$ cat config.mk
export PLATFORM = sky130hd
export DESIGN_NAME = myip_v1_0
export DESIGN_NICKNAME = d
export VERILOG_FILES = /design/src/rtl/myip_v1_0.sv
export SDC_FILE = /design/constraint.sdc
export NUM_CORES = 1
export LEC_CHECK = 0
export BUFFER_PORTS_ARGS = -buffer_cell sky130_fd_sc_hd__buf_2
export CAP_MARGIN = 20
export CORE_MARGIN = 3
export CORE_UTILIZATION = 35
export DETAILED_ROUTE_END_ITERATION = 6
export PLACE_DENSITY = 0.68
export REMOVE_ABC_BUFFERS = 1
export SLEW_MARGIN = 10
export SYNTH_ARGS = -nofsm -noshare
export SYNTH_HDL_FRONTEND = slang
export SYNTH_SLANG_ARGS = --single-unit
$ cat constraint.sdc
create_clock -name ACLK -period 2.8 [get_ports ACLK]
set_input_delay 0.7 -clock ACLK [delete_from_list [all_inputs] [get_ports ACLK]]
set_output_delay 0.7 -clock ACLK [all_outputs]
set_load 0.02 [all_outputs]
$ cat src/rtl/myip_v1_0.sv
// AXI4-Stream summing coprocessor: accumulates a fixed-length packet of
// 32-bit words on the slave port, then emits the sum on the master port.
module myip_v1_0 #(
  parameter int NUMBER_OF_INPUT_WORDS  = 2,
  parameter int NUMBER_OF_OUTPUT_WORDS = 1
) (
  input  logic        ACLK,
  input  logic        ARESETN,
  output logic        S_AXIS_TREADY,
  input  logic [31:0] S_AXIS_TDATA,
  input  logic        S_AXIS_TLAST,
  input  logic        S_AXIS_TVALID,
  output logic        M_AXIS_TVALID,
  output logic [31:0] M_AXIS_TDATA,
  output logic        M_AXIS_TLAST,
  input  logic        M_AXIS_TREADY
);

  localparam int RD_W = (NUMBER_OF_INPUT_WORDS  > 1) ? $clog2(NUMBER_OF_INPUT_WORDS)  : 1;
  localparam int WR_W = (NUMBER_OF_OUTPUT_WORDS > 1) ? $clog2(NUMBER_OF_OUTPUT_WORDS) : 1;
  localparam logic [RD_W-1:0] RD_LAST = RD_W'(NUMBER_OF_INPUT_WORDS - 1);
  localparam logic [WR_W-1:0] WR_LAST = WR_W'(NUMBER_OF_OUTPUT_WORDS - 1);

  typedef enum logic [1:0] {
    IDLE          = 2'd0,
    READ_INPUTS   = 2'd1,
    WRITE_OUTPUTS = 2'd2
  } state_e;

  state_e            state_q, state_d;
  logic [31:0]       sum_q, sum_d;
  logic [RD_W-1:0]   rd_cnt_q, rd_cnt_d;
  logic [WR_W-1:0]   wr_cnt_q, wr_cnt_d;

  // Packet length is fixed by parameter, so the incoming last flag is unused.
  logic unused_tlast;
  assign unused_tlast = S_AXIS_TLAST;

  always_comb begin
    // NOTE: every target gets a default first, so no path can infer a latch.
    state_d  = state_q;
    sum_d    = sum_q;
    rd_cnt_d = rd_cnt_q;
    wr_cnt_d = wr_cnt_q;
    unique case (state_q)
      IDLE: begin
        // Entry edge only arms the datapath; the word present now is not taken.
        if (S_AXIS_TVALID) begin
          state_d  = READ_INPUTS;
          sum_d    = '0;
          rd_cnt_d = '0;
          wr_cnt_d = '0;
        end
      end
      READ_INPUTS: begin
        if (S_AXIS_TVALID) begin
          sum_d    = sum_q + S_AXIS_TDATA;
          rd_cnt_d = rd_cnt_q + 1'b1;
          if (rd_cnt_q == RD_LAST) state_d = WRITE_OUTPUTS;
        end
      end
      WRITE_OUTPUTS: begin
        if (M_AXIS_TREADY) begin
          wr_cnt_d = wr_cnt_q + 1'b1;
          if (wr_cnt_q == WR_LAST) state_d = IDLE;
        end
      end
      default: state_d = IDLE;
    endcase
  end

  // NOTE: sequential state uses non-blocking assignments so all flops update
  // together on the edge, independent of statement order.
  always_ff @(posedge ACLK or negedge ARESETN) begin
    if (!ARESETN) begin
      state_q  <= IDLE;
      sum_q    <= '0;
      rd_cnt_q <= '0;
      wr_cnt_q <= '0;
    end else begin
      state_q  <= state_d;
      sum_q    <= sum_d;
      rd_cnt_q <= rd_cnt_d;
      wr_cnt_q <= wr_cnt_d;
    end
  end

  // Outputs decode registered state only: no input-to-output combinational path.
  assign S_AXIS_TREADY = (state_q == READ_INPUTS);
  assign M_AXIS_TVALID = (state_q == WRITE_OUTPUTS);
  assign M_AXIS_TDATA  = sum_q;
  assign M_AXIS_TLAST  = (state_q == WRITE_OUTPUTS) && (wr_cnt_q == WR_LAST);

endmodule

==> results.md, run 1 <==
- Buf/Inv on CP: 2
- Clock insertion delay at the later pin of the skew report: 0.29 ns
- Mapped cell area: 2940 µm²
- Synth Instances: between 300 and 400
- Critical Path Start Type: primary input
- CTS tree: built
- Die H: 97.7 µm
- Std-Cell Rows: 32
- Sequential area share after synthesis: 30.6%
- CTS H-tree lvls: 2
- Vias in the first global route: between 3,000 and 4,000
- Setup CP Type: in2reg
- Area of the multi-input gates: ~2300 µm²
- Place WS: -0.616 ns
- GRT Total Usage: 17.1%
- First-pass GRT wire length: 13,900 µm
- Tightest Hold Check Type: in2async
- Die width: ~100 µm
- CTS Buf Count: 5
- Worst EP required: 2.98 ns
- Cell mode on critical path: o21ai_2
- Largest buffer count on any clock path: 2
- Syn_area_per_cell: 8.48 µm²
- Register bit count reported by yosys: 36
- F_max: between 300 and 400 MHz
- Max incr delay on CP: 0.32 ns
- Layout Area Growth over Synthesis: 45.4%
- Diodes inserted: 0
- Synth Area in Adders: 13.9%
- Asr flop ratio synth: between 90% and 100%
- Avg WL per Cell: 14.9 µm
- CTS sink count: 36
- Post-route worst setup slack: -0.140 ns
- Post-layout net count: 541
- Initial antenna violation count: 0
- Combinational family with the most area after synthesis: compound AO/OA/AOI/OAI gates
- Synth Area in Compound Gates: 27.0%
- Cells along the critical path: buf_6 -> ha_4 -> inv_2 -> fa_2 -> and2b_1 -> o21a_1 -> o21ai_2 -> a211o_1 -> a31o_4 -> o21ai_4 -> a221oi_2 -> o21ai_2 -> a311oi_2 -> a221o_1
- Max-cap viol count: 0
- Final period util: 105%
- Power Density: about 1100 nW/µm²
- First-pass DRT Iterations: 4
- Final slew viol count: 0
- Number of routed nets with antenna violations: 0
- FF/Latch Area: 901 µm²
- Failing checks: negative setup slack
- Final Setup Violations: 5
- Post-synth cell types: 50
- Initial drt markers: 102
- EDFF count, synth: 0
- CP Max Fanout: 5
- Leakage: 0.00207 µW
- Final core occ: approximately 54%
- Core Area: slightly below 8000 µm²
- Status: complete, but fails checks
- # IOs: 72
- Crit-path leading delay family: compound AO/OA/AOI/OAI gates
- Hold Fails Final Rpt: 0
- Final wirelength: 8560 µm
- Final Skew: roughly 0.0069 ns
- Largest net degree at the start of global routing: 37
- Synth Warn #: 0
- Unrepaired setup endpoints after global routing: yes
- CP arrival: 3.11 ns
- Via-per-instance ratio: 5.34
- Die area: 9540 µm²
- GRT overflow: 0
- Final Critical Period: roughly 2.9 ns
- Relative slew slack: just over 40%
- Mux cell area share after synthesis: 0%
- Fillcell total: 738
- Clock slew at reported path FFs: 0.08 ns
- GP Congestion: 0.865
- Initial Utilization: around 37%
- Post-Synth XOR/XNOR Area: 7.15%
- Critical Path End Type: flop
- Number of remaining DRC errors: 0
- Share of layout cells above drive strength 1: 38.3%
- Slew @ Worst Pin: roughly 0.9 ns
- Number of buffers added on ports: 70
- Final HPWL DP: around 6200 µm
- Via count: 3,064
- Post-Synth Simple-Gate Area: 17.9%
- Worst VDD drop: 0.441 mV
- CP max stage cell: fa_2
- Clock Tree Root: clkbuf_8
- Ys flop type: dfrtp_1
## Yosys cell counts (all sizes together) (3+ instances only)
cell	n	share of area, %
or3	3	0.64
nor3	5	1.0
a21oi	27	4.7
nand2b	9	1.9
a31o	3	0.89
a32o	3	1.0
nor2	15	1.9
dfrtp	36	31
o21ai	39	6.9
a31oi	5	1.1
nor2b	5	1.1
inv	13	1.7
o21a	4	1.0
ha	31	13
clkbuf	12	1.5
xor2	10	3.0
and3	3	0.64
xnor2	14	4.2
o21bai	3	0.77
a21o	13	3.3
nand3	8	1.4
nand2	44	5.6
nand4	8	1.7
o31ai	5	1.3
## metrics by stage
step	hold WS [ns]	TNS [ns]	total power (µW)	cells	instance area, µm²
6_report	0.517	-0.472	4830	574	4280
5_1_grt	0.536	-1.23	5220	574	4280
4_1_cts	0.523	-0.482	4410	566	3950
3_5_place_dp	0.503	-5.64	3820	553	3720
3_3_place_gp	0.489	-5.13	3760	553	3720
2_1_floorplan	0.404	-1.37	2810	334	2890
## state kept, by name, indices dropped and copies added (netlist names)
register,cells
rd_cnt_q,1
M_AXIS_TDATA,32
wr_cnt_q,1
state_q,2
## cells by family after synthesis
| logic type | Yosys count |
|---|---|
| flops | 36 |
| buf+inv | 26 |
| compound gates | 121 |
| xor+xnor | 24 |
| fa+ha+maj | 32 |
| simple gates | 108 |
## final cells by class
cell class	count	share of cell area [%]
multi-input cells	285	53.1
flip-flops and latches	36	21.1
repair buffers	131	19.4
well taps	102	2.98
clock buffers	7	2.25
inverters	13	1.14
## cell usage in the layout (no fill, tap or decap), types with 3 or more instances in the layout
cell type,netlist,routed
a21o_1,13,13
a21oi_1,26,21
a21oi_2,1,5
a31oi_1,5,5
a32o_1,3,3
and3_1,3,3
buf_2,0,67
buf_4,1,60
buf_6,0,4
clkbuf_8,0,7
dfrtp_1,36,36
ha_1,31,21
ha_4,0,9
inv_1,13,12
nand2_1,44,43
nand2b_1,9,8
nand3_1,8,7
nand4_1,8,8
nor2_1,15,13
nor2b_1,5,5
nor3_1,4,3
o21a_1,4,4
o21ai_0,33,25
o21ai_1,4,8
o21ai_4,0,4
o31ai_1,5,4
xnor2_1,14,13
xor2_1,10,10
## power by group
part | total, µW | internal, µW | switching [µW] | leakage [µW]
sequential | 952 | 744 | 208 | 0.000458
clock | 426 | 220 | 206 | 0.0000503
combinational | 3450 | 1610 | 1840 | 0.00157
total | 4830 | 2580 | 2250 | 0.00207
## metal layers
metal | vias up | routed length (µm) | track usage (%)
met1 | 1456 | 3780 | 22.4
li1 | 1519 | - | -
met3 | 15 | 368 | 3.59
met5 | - | 0 | 0
met4 | 0 | 133 | 3.94
met2 | 74 | 4280 | 28.9
## worst paths after layout
path	from	end	slack, ns	cells past startpoint
max in group asynchronous	ARESETN	M_AXIS_TDATA[2]	1.73	1
hold / removal	ARESETN	M_AXIS_TDATA[15]	0.52	1
setup reg to reg	M_AXIS_TDATA[0]	M_AXIS_TDATA[30]	-0.08	13
hold reg to reg	M_AXIS_TDATA[5]	M_AXIS_TDATA[5]	0.52	2
min in group ACLK	M_AXIS_TDATA[5]	M_AXIS_TDATA[5]	0.52	2
setup / recovery	S_AXIS_TDATA[0]	M_AXIS_TDATA[30]	-0.14	14
## repair_timing
item,4_1_cts,5_1_grt
hold buffers,0,0
buffers inserted,7,8
endpoints found under the hold margin,0,0
resized for setup,18,45
pin swaps,23,34
endpoints found under the setup margin,11,13
Note: power is estimated with default switching activity, not from simulation.
==> run 2, diff against run 1 <==
- PLACE_DENSITY: 0.68 -> 0.62
==> results.md, run 2 (synthesized netlist as in run 1, its figures left out) <==
- Worst VDD drop: 0.509 mV (was 0.441 mV)
- Std-Cell Rows: 32 (unchanged)
- Setup CP Type: in2reg (unchanged)
- Die H: 97.7 µm (unchanged)
- CTS H-tree lvls: 2 (unchanged)
- GRT Total Usage: 17.5% (was 17.1%)
- Max FFs per register: 32 (unchanged)
- Final Skew: 0.00249 ns (was 0.00693 ns)
- First-pass DRT Iterations: 4 (unchanged)
- Via-per-instance ratio: 5.32 (was 5.34)
- Layout Area Growth over Synthesis: 37.7% (was 45.4%)
- Clock slew at reported path FFs: 0.08 ns (about the same)
- Place WS: -0.588 ns (was -0.616 ns)
- Final slew viol count: 0 (unchanged)
- Relative slew slack: 43.7% (was 41.6%)
- Number of routed nets with antenna violations: 0 (unchanged)
- Number of buffers added on ports: 70 (unchanged)
- Worst EP required: 3.00 ns (was 2.98 ns)
- CP max stage cell: fa_2 (unchanged)
- Unrepaired setup endpoints after global routing: yes (unchanged)
- Clock Tree Root: clkbuf_8 (unchanged)
- F_max: 344 MHz (was 340 MHz)
- Core Area: 7930 µm² (unchanged)
- Cells along the critical path: buf_6 -> ha_4 -> inv_2 -> fa_2 -> and2b_1 -> o21a_1 -> o21ai_2 -> a211o_1 -> a31o_4 -> o21ai_4 -> a221oi_2 -> o21ai_2 -> buf_6 -> xnor2_4 -> o31ai_2 (was buf_6 -> ha_4 -> inv_2 -> fa_2 -> and2b_1 -> o21a_1 -> o21ai_2 -> a211o_1 -> a31o_4 -> o21ai_4 -> a221oi_2 -> o21ai_2 -> a311oi_2 -> a221o_1)
- Final Setup Violations: 3 (was 5)
- Post-route worst setup slack: -0.108 ns (was -0.140 ns)
- Total power: 4630 µW (was 4830 µW)
- Post-Layout Cell Count: 566 (was 574)
- CP Max Fanout: 4 (was 5)
- Leakage: 0.00202 µW (was 0.00207 µW)
- Commonest non-fill, non-tap cells in the layout: 68 x buf_2, 48 x buf_4, 44 x nand2_1 (was 67 x buf_2, 60 x buf_4, 43 x nand2_1)
- Number of remaining DRC errors: 0 (unchanged)
- Max incr delay on CP: 0.33 ns (was 0.32 ns)
- Post-CTS Hold Buffers: 0 (unchanged)
- Final Critical Period: 2.91 ns (was 2.94 ns)
- GRT overflow: 0 (unchanged)
- CTS Buf Count: 5 (unchanged)
- Power Density: 1140 nW/µm² (was 1130 nW/µm²)
- Die width: 97.7 µm (unchanged)
- Final wirelength: 8360 µm (was 8560 µm)
- Largest buffer count on any clock path: 2 (unchanged)
- Placed insts: 549 (was 553)
- Commonest non-fill, non-tap cell in the layout: buf_2 (unchanged)
- Slew @ Worst Pin: 0.844 ns (was 0.876 ns)
- Avg WL per Cell: 14.8 µm (was 14.9 µm)
- GP Congestion: 0.874 (was 0.865)
- Hold Fails Final Rpt: 0 (unchanged)
- Failing checks: negative setup slack (unchanged)
- Largest net degree at the start of global routing: 37 (unchanged)
- First-pass GRT wire length: 14,100 µm (was 13,900 µm)
- CP arrival: 3.11 ns (about the same)
- Final HPWL DP: 6330 µm (was 6170 µm)
- Reg2reg path depth: 14 (was 13)
- Final period util: 104% (was 105%)
- Die area: 9540 µm² (unchanged)
- CTS sink count: 36 (unchanged)
- Initial antenna violation count: 0 (unchanged)
- Share of layout cells above drive strength 1: 34.3% (was 38.3%)
- R2R setup slack: -0.07 ns (was -0.08 ns)
- Initial Utilization: 37.1% (unchanged)
- Diodes inserted: 0 (unchanged)
- Via count: 3,011 (was 3,064)
- Clock insertion delay at the later pin of the skew report: 0.30 ns (was 0.29 ns)
- Initial drt markers: 103 (was 102)
- Tightest Hold Check Type: in2async (unchanged)
- Critical Path Start Type: primary input (unchanged)
- Critical Path End Type: flop (unchanged)
- Status: complete, but fails checks (unchanged)
- CTS tree: built (unchanged)
- Post-layout net count: 532 (was 541)
- Max-cap viol count: 0 (unchanged)
- Hold_ws: 0.500 ns (was 0.517 ns)
- # IOs: 72 (unchanged)
- Vias in the first global route: 3,087 (was 3,031)
[run 2: cell types whose count changed in the layout (fill, tap and decap cells not counted), sizes merged]
cell / before / now
clkbuf: 7 / 5
bufinv: 0 / 1
clkinvlp: 0 / 1
clkinv: 0 / 1
buf: 131 / 122
[run 2: report_power, final]
group	leakage (µW)	switching (µW)	internal [µW]
Sequential	0.000458	210	743
Combinational	0.00151	1720	1470
Clock	0.0000541	221	264
[run 2: layout make-up]
class | instances | area [µm²]
repair buffers | 122 | 768
well taps | 102 | 128
clock buffers | 5 | 68.8
flip-flops and latches | 36 | 901
fillers | 762 | 3880
inverters | 13 | 48.8
clock inverters | 3 | 42.5
multi-input cells | 285 | 2090
[run 2: path summary, 6_finish.rpt]
kind	start	end
worst max-delay path	S_AXIS_TDATA[0]	M_AXIS_TDATA[22]
worst min-delay path	ARESETN	M_AXIS_TDATA[9]
worst max register to register	M_AXIS_TDATA[0]	M_AXIS_TDATA[22]
worst min register to register	M_AXIS_TDATA[9]	M_AXIS_TDATA[9]
max in group asynchronous	ARESETN	M_AXIS_TDATA[21]
min in group ACLK	M_AXIS_TDATA[9]	M_AXIS_TDATA[9]
[run 2: timing repair]
| action | in CTS | in global routing |
|---|---|---|
| setup buffers | 8 | 4 |
| endpoints found under the setup margin | 9 | 13 |
| resized for setup | 15 | 22 |
| pin swaps | 19 | 18 |
[run 2: metrics by stage]
stage | cell area (µm²) | util [%] | setup TNS (ns)
final | 4050 | 51.1 | -0.258
after global routing | 4050 | 51.1 | -0.908
after CTS | 3950 | 49.8 | -0.549
after detailed placement | 3690 | 46.5 | -5.13
after global placement | 3690 | 46.5 | -4.45
after floorplan | 2890 | - | -1.37
[run 2: layer usage]
layer  up-vias  GRT usage (%)  routed length (µm)
li1       1500              -                   -
met1      1431           22.7                3800
met2        71           30.0                4030
met3         9           3.45                 452
met4         0           3.94                  77
met5         -              0                   0
[run 2: critical path, delay by kind of cell]
family / cells / cell delay (ns)
simple gates: 1 / 0.22
xor+xnor: 1 / 0.06
buf+inv: 3 / 0.25
compound gates: 8 / 1.42
fa+ha+maj: 2 / 0.45
